$ cat config.mk
export PLATFORM = sky130hd
export DESIGN_NAME = vga_timing_gen
export DESIGN_NICKNAME = d
export VERILOG_FILES = /design/src/rtl/vga_pkg.sv /design/src/rtl/vga_delay_line.sv /design/src/rtl/vga_timing_gen.sv
export SDC_FILE = /design/constraint.sdc
export NUM_CORES = 1
export LEC_CHECK = 0
export ABC_CLOCK_PERIOD_IN_PS = 2000
export CORE_MARGIN = 4
export CORE_UTILIZATION = 40
export DETAILED_ROUTE_END_ITERATION = 12
export GPL_ROUTABILITY_DRIVEN = 0
export PLACE_DENSITY = 0.72
export REMOVE_ABC_BUFFERS = 1
export SETUP_SLACK_MARGIN = 0.15
export SYNTH_ARGS = -nofsm -noshare
export SYNTH_HDL_FRONTEND = slang
export SYNTH_HIERARCHICAL = 1
export SYNTH_SLANG_ARGS = --single-unit
$ cat constraint.sdc
create_clock -name clk_50m -period 2 [get_ports clk_50m]
set_clock_uncertainty 0.2 [all_clocks]
set_input_delay 0.4 -clock clk_50m [delete_from_list [all_inputs] [get_ports clk_50m]]
set_output_delay 0.4 -clock clk_50m [all_outputs]
set_load 0.05 [all_outputs]
$ cat src/rtl/vga_pkg.sv
// vga_pkg: default 640x480@60 timing, colour width, counter widths and
// the {r,g,b} on/off table for the eight test-pattern bars.
package vga_pkg;
    localparam int H_ACTIVE_D = 640;
    localparam int H_FP_D = 16;
    localparam int H_SYNC_D = 96;
    localparam int H_BP_D = 48;
    localparam int V_ACTIVE_D = 480;
    localparam int V_FP_D = 10;
    localparam int V_SYNC_D = 2;
    localparam int V_BP_D = 33;
    localparam int COLOR_W_D = 8;
    localparam int HW = 11;
    localparam int VW = 10;
    // bar i sits at [3*i +: 3]: white, yellow, cyan, green, magenta, red, blue, black
    localparam logic [23:0] BAR_RGB = {3'b000, 3'b001, 3'b100, 3'b101, 3'b010, 3'b011, 3'b110, 3'b111};
    function automatic logic [2:0] bar_rgb(input logic [2:0] idx);
        return BAR_RGB[3*idx +: 3];
    endfunction
endpackage

$ cat src/rtl/vga_delay_line.sv
// vga_delay_line: DEPTH-stage, W-bit shift register advancing on adv; DEPTH 0 is a wire.
module vga_delay_line #(
    parameter int DEPTH = 1,
    parameter int W = 1
) (
    input  logic         clk,
    input  logic         rst,
    input  logic         adv,
    input  logic [W-1:0] d,
    output logic [W-1:0] q
);
    if (DEPTH == 0) begin : g_pass
        logic unused;
        assign unused = &{1'b0, clk, rst, adv};
        assign q = d;
    end else begin : g_sr
        logic [W-1:0] sr [DEPTH];
        always_ff @(posedge clk) begin
            if (rst) begin
                sr <= '{default: '0};
            end else if (adv) begin
                sr[0] <= d;
                for (int i = 1; i < DEPTH; i++) sr[i] <= sr[i-1];
            end
        end
        assign q = sr[DEPTH-1];
    end
endmodule

$ cat src/rtl/vga_timing_gen.sv
// vga_timing_gen: VGA raster engine; sync, bright and colour leave aligned PIX_LAT+1 ticks after request.
// Build macro VGA_TEST_PATTERN_EN adds pattern_sel and an eight-bar colour test pattern.
module vga_timing_gen
    import vga_pkg::*;
#(
    parameter int CLK_DIV = 2,
    parameter int H_ACTIVE = H_ACTIVE_D,
    parameter int H_FP = H_FP_D,
    parameter int H_SYNC = H_SYNC_D,
    parameter int H_BP = H_BP_D,
    parameter int V_ACTIVE = V_ACTIVE_D,
    parameter int V_FP = V_FP_D,
    parameter int V_SYNC = V_SYNC_D,
    parameter int V_BP = V_BP_D,
    parameter bit HSYNC_POL = 1'b0,
    parameter bit VSYNC_POL = 1'b0,
    parameter int COLOR_W = COLOR_W_D,
    parameter int PIX_LAT = 1
) (
    input  logic               clk_50m,
    input  logic               btn_rst,
    input  logic               enable,
`ifdef VGA_TEST_PATTERN_EN
    input  logic               pattern_sel,
`endif
    output logic               pix_en,
    output logic [HW-1:0]      pix_x,
    output logic [VW-1:0]      pix_y,
    output logic               pix_req,
    input  logic [COLOR_W-1:0] pix_r,
    input  logic [COLOR_W-1:0] pix_g,
    input  logic [COLOR_W-1:0] pix_b,
    output logic               vga_hsync,
    output logic               vga_vsync,
    output logic               bright,
    output logic [COLOR_W-1:0] vga_r,
    output logic [COLOR_W-1:0] vga_g,
    output logic [COLOR_W-1:0] vga_b,
    output logic               frame_start,
    output logic               line_start
);
    localparam int H_TOTAL = H_ACTIVE + H_FP + H_SYNC + H_BP;
    localparam int V_TOTAL = V_ACTIVE + V_FP + V_SYNC + V_BP;
    localparam int DIV_W = CLK_DIV > 1 ? $clog2(CLK_DIV) : 1;
    logic clr, run;
    logic [DIV_W-1:0] div;
    logic hs_raw, vs_raw, req_raw, hs_d, vs_d, req_d, hs_q, vs_q;
    logic [COLOR_W-1:0] r_n, g_n, b_n;
    assign clr = btn_rst || !enable;
    // pix_en is registered so a reset or disable silences it on the very next cycle
    always_ff @(posedge clk_50m) begin
        if (clr) begin
            div <= '0;
            pix_en <= 1'b0;
            run <= 1'b0;
        end else begin
            div <= (div == DIV_W'(CLK_DIV-1)) ? '0 : div + 1'b1;
            pix_en <= div == DIV_W'(CLK_DIV-1);
            run <= 1'b1;
        end
    end
    always_ff @(posedge clk_50m) begin
        if (clr) begin
            pix_x <= '0;
            pix_y <= '0;
        end else if (pix_en) begin
            pix_x <= (pix_x == HW'(H_TOTAL-1)) ? '0 : pix_x + 1'b1;
            if (pix_x == HW'(H_TOTAL-1)) pix_y <= (pix_y == VW'(V_TOTAL-1)) ? '0 : pix_y + 1'b1;
        end
    end
    assign hs_raw = pix_x >= HW'(H_ACTIVE+H_FP) && pix_x < HW'(H_ACTIVE+H_FP+H_SYNC);
    assign vs_raw = pix_y >= VW'(V_ACTIVE+V_FP) && pix_y < VW'(V_ACTIVE+V_FP+V_SYNC);
    assign req_raw = pix_x < HW'(H_ACTIVE) && pix_y < VW'(V_ACTIVE);
    assign pix_req = run && req_raw;
    assign line_start = pix_en && pix_x == '0;
    assign frame_start = line_start && pix_y == '0;
`ifdef VGA_TEST_PATTERN_EN
    localparam int BAR_W = H_ACTIVE >= 8 ? H_ACTIVE / 8 : 1;
    logic [HW-1:0] x_d;
    logic [2:0] bar;
    vga_delay_line #(.DEPTH(PIX_LAT), .W(3 + HW)) u_dl (
        .clk(clk_50m), .rst(clr), .adv(pix_en),
        .d({hs_raw, vs_raw, req_raw, pix_x}), .q({hs_d, vs_d, req_d, x_d})
    );
    assign bar = bar_rgb(3'(x_d / HW'(BAR_W)));
    assign r_n = pattern_sel ? {COLOR_W{bar[2]}} : pix_r;
    assign g_n = pattern_sel ? {COLOR_W{bar[1]}} : pix_g;
    assign b_n = pattern_sel ? {COLOR_W{bar[0]}} : pix_b;
`else
    vga_delay_line #(.DEPTH(PIX_LAT), .W(3)) u_dl (
        .clk(clk_50m), .rst(clr), .adv(pix_en),
        .d({hs_raw, vs_raw, req_raw}), .q({hs_d, vs_d, req_d})
    );
    assign r_n = pix_r;
    assign g_n = pix_g;
    assign b_n = pix_b;
`endif
    always_ff @(posedge clk_50m) begin
        if (clr) begin
            hs_q <= 1'b0;
            vs_q <= 1'b0;
            bright <= 1'b0;
            vga_r <= '0;
            vga_g <= '0;
            vga_b <= '0;
        end else if (pix_en) begin
            hs_q <= hs_d;
            vs_q <= vs_d;
            bright <= req_d;
            vga_r <= req_d ? r_n : '0;
            vga_g <= req_d ? g_n : '0;
            vga_b <= req_d ? b_n : '0;
        end
    end
    assign vga_hsync = hs_q ? HSYNC_POL : !HSYNC_POL;
    assign vga_vsync = vs_q ? VSYNC_POL : !VSYNC_POL;
endmodule

## Word level (Yosys, flattened, before mapping)

Index checks and enable logic that the tools add are counted.

- Flip-flop bits (word level): 54
- Latch bits: 0
- Bits in writable memories: 0
- Memory bits (read-only): 0
- Bits of input ports: 27
- Output and inout port bits: 52
- Logic and storage cells: 43
- Memories: 0

- Add/sub/neg operators: 3
- $mul: 0
- Divide/modulo/power cells: 0
- Magnitude comparators: 6
- Equality and inequality tests: 2
- Shift-type cells: 0
- Mux-type cells: 8
- Bitwise logic cells: 0
- Reduce and logical (&&, ||, !) cells: 12

Operator list:

| operator | count |
|---|---|
| $mux W8 | 3 |
| $lt A11 B10 Y1 const B | 2 |
| $lt A10 B9 Y1 const B | 2 |
| $add A11 B1 Y11 const B | 1 |
| $eq A11 B10 Y1 const B | 1 |
| $ge A11 B10 Y1 const B | 1 |
| $logic_not A11 Y1 | 1 |
| $mux W11 | 1 |
| $add A10 B1 Y10 const B | 1 |
| $eq A10 B10 Y1 const B | 1 |
| $ge A10 B9 Y1 const B | 1 |
| $logic_not A10 Y1 | 1 |
| $mux W10 | 1 |
| $logic_and A1 B1 Y1 | 6 |
| $mux W1 | 3 |
| $reduce_and A2 Y1 | 1 |
| $reduce_or A2 Y1 | 1 |
| $add A1 B1 Y1 const B | 1 |
| $logic_not A1 Y1 | 1 |
| $logic_or A1 B1 Y1 | 1 |

## Longest topological paths before layout

- Depth after elaboration: 3
- Depth in mapped cells: 6
- Gate-level depth less buffers: 6

## Modules after synthesis

The synthesis kept the hierarchy.

By module, submodules not included:

| module | times used | cells an instance | area an instance (µm²) | sequential area each (µm²) |
|---|---|---|---|---|
| vga_timing_gen | 1 | 239 | 2,152.1 | 1,021.0 |
| vga_delay_line | 1 | 9 | 101.3 | 60.1 |

## Least setup slack after synthesis

No wires, ideal clock.

- Path type: reg-to-output
- Start point: register pix_en
- End point: output port frame_start
- Arrival time: 3,561 ps
- Required time: 1,400 ps
- Path slack: -2,161 ps
- Stages on the path, launching flop included: 5
- Path buffers: 1
- Cells stage by stage: dfxtp_1 buf_2 clkinv_1 nor4_1 and4_1

- Longest elaborated chain between the ends: 2

Ends and longest elaborated chain:

| item | RTL line | source |
|---|---|---|
| start: declaration | vga_timing_gen.sv:26 | `output logic pix_en,` |
| start signal: assignment | vga_timing_gen.sv:58 | `pix_en <= div == DIV_W'(CLK_DIV-1);` |
| $logic_and A1 B1 Y1 | vga_timing_gen.sv:75 | `assign line_start = pix_en && pix_x == '0;` |
| net line_start | vga_timing_gen.sv:40 | `output logic line_start` |
| $logic_and A1 B1 Y1 | vga_timing_gen.sv:76 | `assign frame_start = line_start && pix_y == '0;` |
| end: declaration | vga_timing_gen.sv:39 | `output logic frame_start,` |

The timed path passes the listed nets, and every way through them passes these cells.

## Worst setup path in the final report

- Start point: register pix_x[10]
- End point: output port frame_start

- Longest elaborated chain between the ends: 3

Ends and longest elaborated chain:

| item | RTL line | source |
|---|---|---|
| start: declaration | vga_timing_gen.sv:27 | `output logic [HW-1:0] pix_x,` |
| start signal: assignment | vga_timing_gen.sv:67 | `pix_x <= (pix_x == HW'(H_TOTAL-1)) ? '0 : pix_x + 1'b1;` |
| $logic_not A11 Y1 | vga_timing_gen.sv:75 |  |
| $logic_and A1 B1 Y1 | vga_timing_gen.sv:75 |  |
| $logic_and A1 B1 Y1 | vga_timing_gen.sv:76 |  |

No other way between the ends.

==> metrics <==
Max Cap Viol=0; design area=about 3500 sq um; final core occ=about 64%; sequential area share after synthesis=48.0%; vias post-DR=2215; CTS Sinks=54; minimum clock period=2400 ps; Sw Pwr=roughly 0.42 mW; failing checks=negative setup slack; Die W=83.1 um; Ys Warns=6; Least-Margin Pin Slew=about 490 ps; WP data arrival=1800 ps; Hold-fix buffers, CTS=0; top cells by area, synth=dfxtp_1, a22oi_1, nor2_1; unrepaired setup endpoints after global routing=true; CTS root buffer=clkbuf_8; fmax=about 0.42 GHz; max-slew violations=0; Mapped Area=approximately 2300 sq um; Critical Path RT=1400 ps; IO Count=79; Worst setup SP type=register; Tcrit/Tclk final=120%; Worst Setup Slack, final=-399 ps; fraction of registers with async set/reset=0%; Synth Area in Simple Gates=25.2%; clk slew on worst S/H paths=110 ps; port bufs=78; Syn-to-layout area delta=55.5%; Cells after Synth=248; CTS tree=built; Pint=roughly 1.5 mW; leak pwr=around 1.3 nW; DRC=0; #FFs+latches synth=54; Synth Area in Compound Gates=12.4%; Post-DP HPWL=4.37 mm; Logic pwr share=about 6%; Net count, final=380; Die Area=6900 sq um; H-tree levels=2; layout cell share with drive strength beyond 1=32.4%; Initial Utilization=41.2%; area leader, netlist=dfxtp_1; DRT Wirelength=6.08 mm; setup TNS=-837 ps; # diodes=0; average cell area after synthesis=9.09 sq um; FP Rows=27; Synth Area in XOR/XNOR=4.66%; CTS Buf Count=5; critical path type=register to primary output; post-synthesis adder-cell area fraction=under 10%; EDFF count, synth=0; Yosys cell types=39; mean routed wirelength per cell=around 14 um; first-pass GRT wire length=10.1 mm; vias in the first global route=2140; Routed Antenna Nets=0; core area=5470 sq um; Final Hold Viols=0; Clock Power Share=between 30% and 40%; initial detailed-routing violation count=87; first-pass iteration count of the detailed router=4; grt total ovfl=0; Die Y=roughly 83 um; dominant synthesized flop cell=dfxtp_1; HP Class=register to register; Synth top area share=a little under half; PD cells=between 500 and 600 nW/um^2; largest net degree at the start of global routing=39; outcome=finished, violations left; Flop pwr share=55.4%; peak supply drop=0.445 mV; crit end category=primary output; Fill cells=487; Rel. slew slack=between 60% and 70%; CP Max Fanout=2; Skew-Pair Late Insertion Delay=310 ps; final setup fails=3; initial antenna violation count=0; mux share of post-synthesis cell area=2.67%; Bufs on Longest Clock Path=2; Avg Vias per Cell=5.26; Area after DPL=3270 sq um; Sw Share=21.6%; Tot GR Track Use=17.5%; largest family of logic cells by synthesized area=simple AND/OR/NAND/NOR gates
-- what timing repair did --
item | CTS | global route
gates resized for setup | 17 | 9
endpoints found under the hold margin | 0 | 0
endpoints found under the setup margin | 12 | 39
pin swaps | 14 | 7
buffers inserted | 2 | 1
-- metrics by stage --
| step | power (mW) | std cells | worst slack (ps) | hold slack [ps] |
|---|---|---|---|---|
| after global placement | 1.22 | 410 | -0.133 | 192 |
| after global routing | 2.03 | 421 | -479 | 220 |
| after detailed placement | 1.22 | 410 | -79.4 | 193 |
| final | 1.95 | 421 | -399 | 209 |
| after floorplan | 1.14 | 235 | -2670 | 184 |
| after CTS | 1.97 | 420 | -336 | 208 |
-- logic make-up (layout without fill, tap and decap cells) --
kind of cell	count (synthesis)	count (layout)
mux	6	6
xor+xnor	12	12
buf+inv	23	124
fa+ha+maj	5	5
simple gates	107	107
flops	54	54
compound gates	41	41
-- power by group through the flow --
stage / Clock [mW] / Sequential (mW) / Combinational (mW)
2_1_floorplan: 0 / 1.11 / 0.0284
3_3_place_gp: 0 / 1.10 / 0.113
3_5_place_dp: 0 / 1.10 / 0.114
4_1_cts: 0.775 / 1.08 / 0.117
5_1_grt: 0.825 / 1.08 / 0.123
6_report: 0.753 / 1.08 / 0.116
-- path summary, 6_finish.rpt --
kind              from           to  slack (ps)  depth (start not counted)
min reg2reg        div          div         210                          1
max reg2reg  pix_x[10]     pix_y[4]          80                          6
max          pix_x[10]  frame_start        -400                          6
min                div          div         210                          1
-- area by class of cell --
type	count	area, sq um	area share, %
Clock inverter	3	47.5	1.36
Timing Repair Buffer	106	1020	29.1
Clock buffer	5	68.8	1.96
Sequential cell	54	1090	31.1
Inverter	10	37.5	1.07
Tap cell	72	90.1	2.57
Multi-Input combinational cell	171	1150	32.9
-- synthesized netlist by cell type, types with 2 or more instances --
master and count:
a22oi_1 24, mux2i_1 6, o41ai_1 2, or4_1 2, and4_1 2, xor2_1 5
o21ai_0 3, nand3_1 9, o31ai_1 2, and2_1 3, nor4_1 3, nor3_1 8
clkbuf_1 7, inv_1 9, nand2_1 11, nor2_1 48, a21oi_1 9, and3_1 2
or4b_1 3, dfxtp_1 54, buf_2 3, ha_1 5, buf_1 2, nand4_1 5
xnor2_1 7
-- state kept, by name, summed over array words and instances, names as in the netlist, 3 cells and up --
register,cells
pix_x,11
pix_y,10
vga_b,8
vga_g,8
vga_r,8
u_dl/q,3
-- cell usage in the layout, fill, tap and decap left out, types with 2 or more instances in the layout --
| master | n |
|---|---|
| buf_4 | 66 |
| nor2_1 | 48 |
| dfxtp_1 | 48 |
| clkdlybuf4s50_1 | 26 |
| a22oi_1 | 24 |
| buf_12 | 12 |
| nand2_1 | 11 |
| inv_1 | 9 |
| nand3_1 | 9 |
| a21oi_1 | 9 |
| xnor2_1 | 7 |
| mux2i_1 | 6 |
| dfxtp_2 | 6 |
| nand4_1 | 5 |
| xor2_1 | 5 |
| ha_1 | 5 |
| clkbuf_8 | 5 |
| nor3_1 | 4 |
| nor3_2 | 3 |
| or4b_1 | 3 |
| and3_2 | 2 |
| nor3_4 | 2 |
| nor4_4 | 2 |
| nor4_1 | 2 |
| and4_4 | 2 |
| o31ai_1 | 2 |
| or4_1 | 2 |
| o21ai_0 | 2 |
| o41ai_1 | 2 |
| inv_6 | 2 |
| buf_6 | 2 |
-- layer usage --
metal | GRT usage (%) | vias up | part of all wire, %
met5 | 0 | - | 0
met4 | 7.13 | 0 | 2.1
met3 | 4.37 | 13 | 5.0
met2 | 30.6 | 63 | 50
met1 | 20.4 | 1066 | 43
li1 | - | 1073 | -
-- critical path, stage by stage (launching register included) --
cell and delay, ps:
dfxtp_2 350, nor4_4 290, nand4_1 170, nor4_2 190, buf_4 160, and4_4 210
buf_12 130
(Power assumes the default switching activity.)
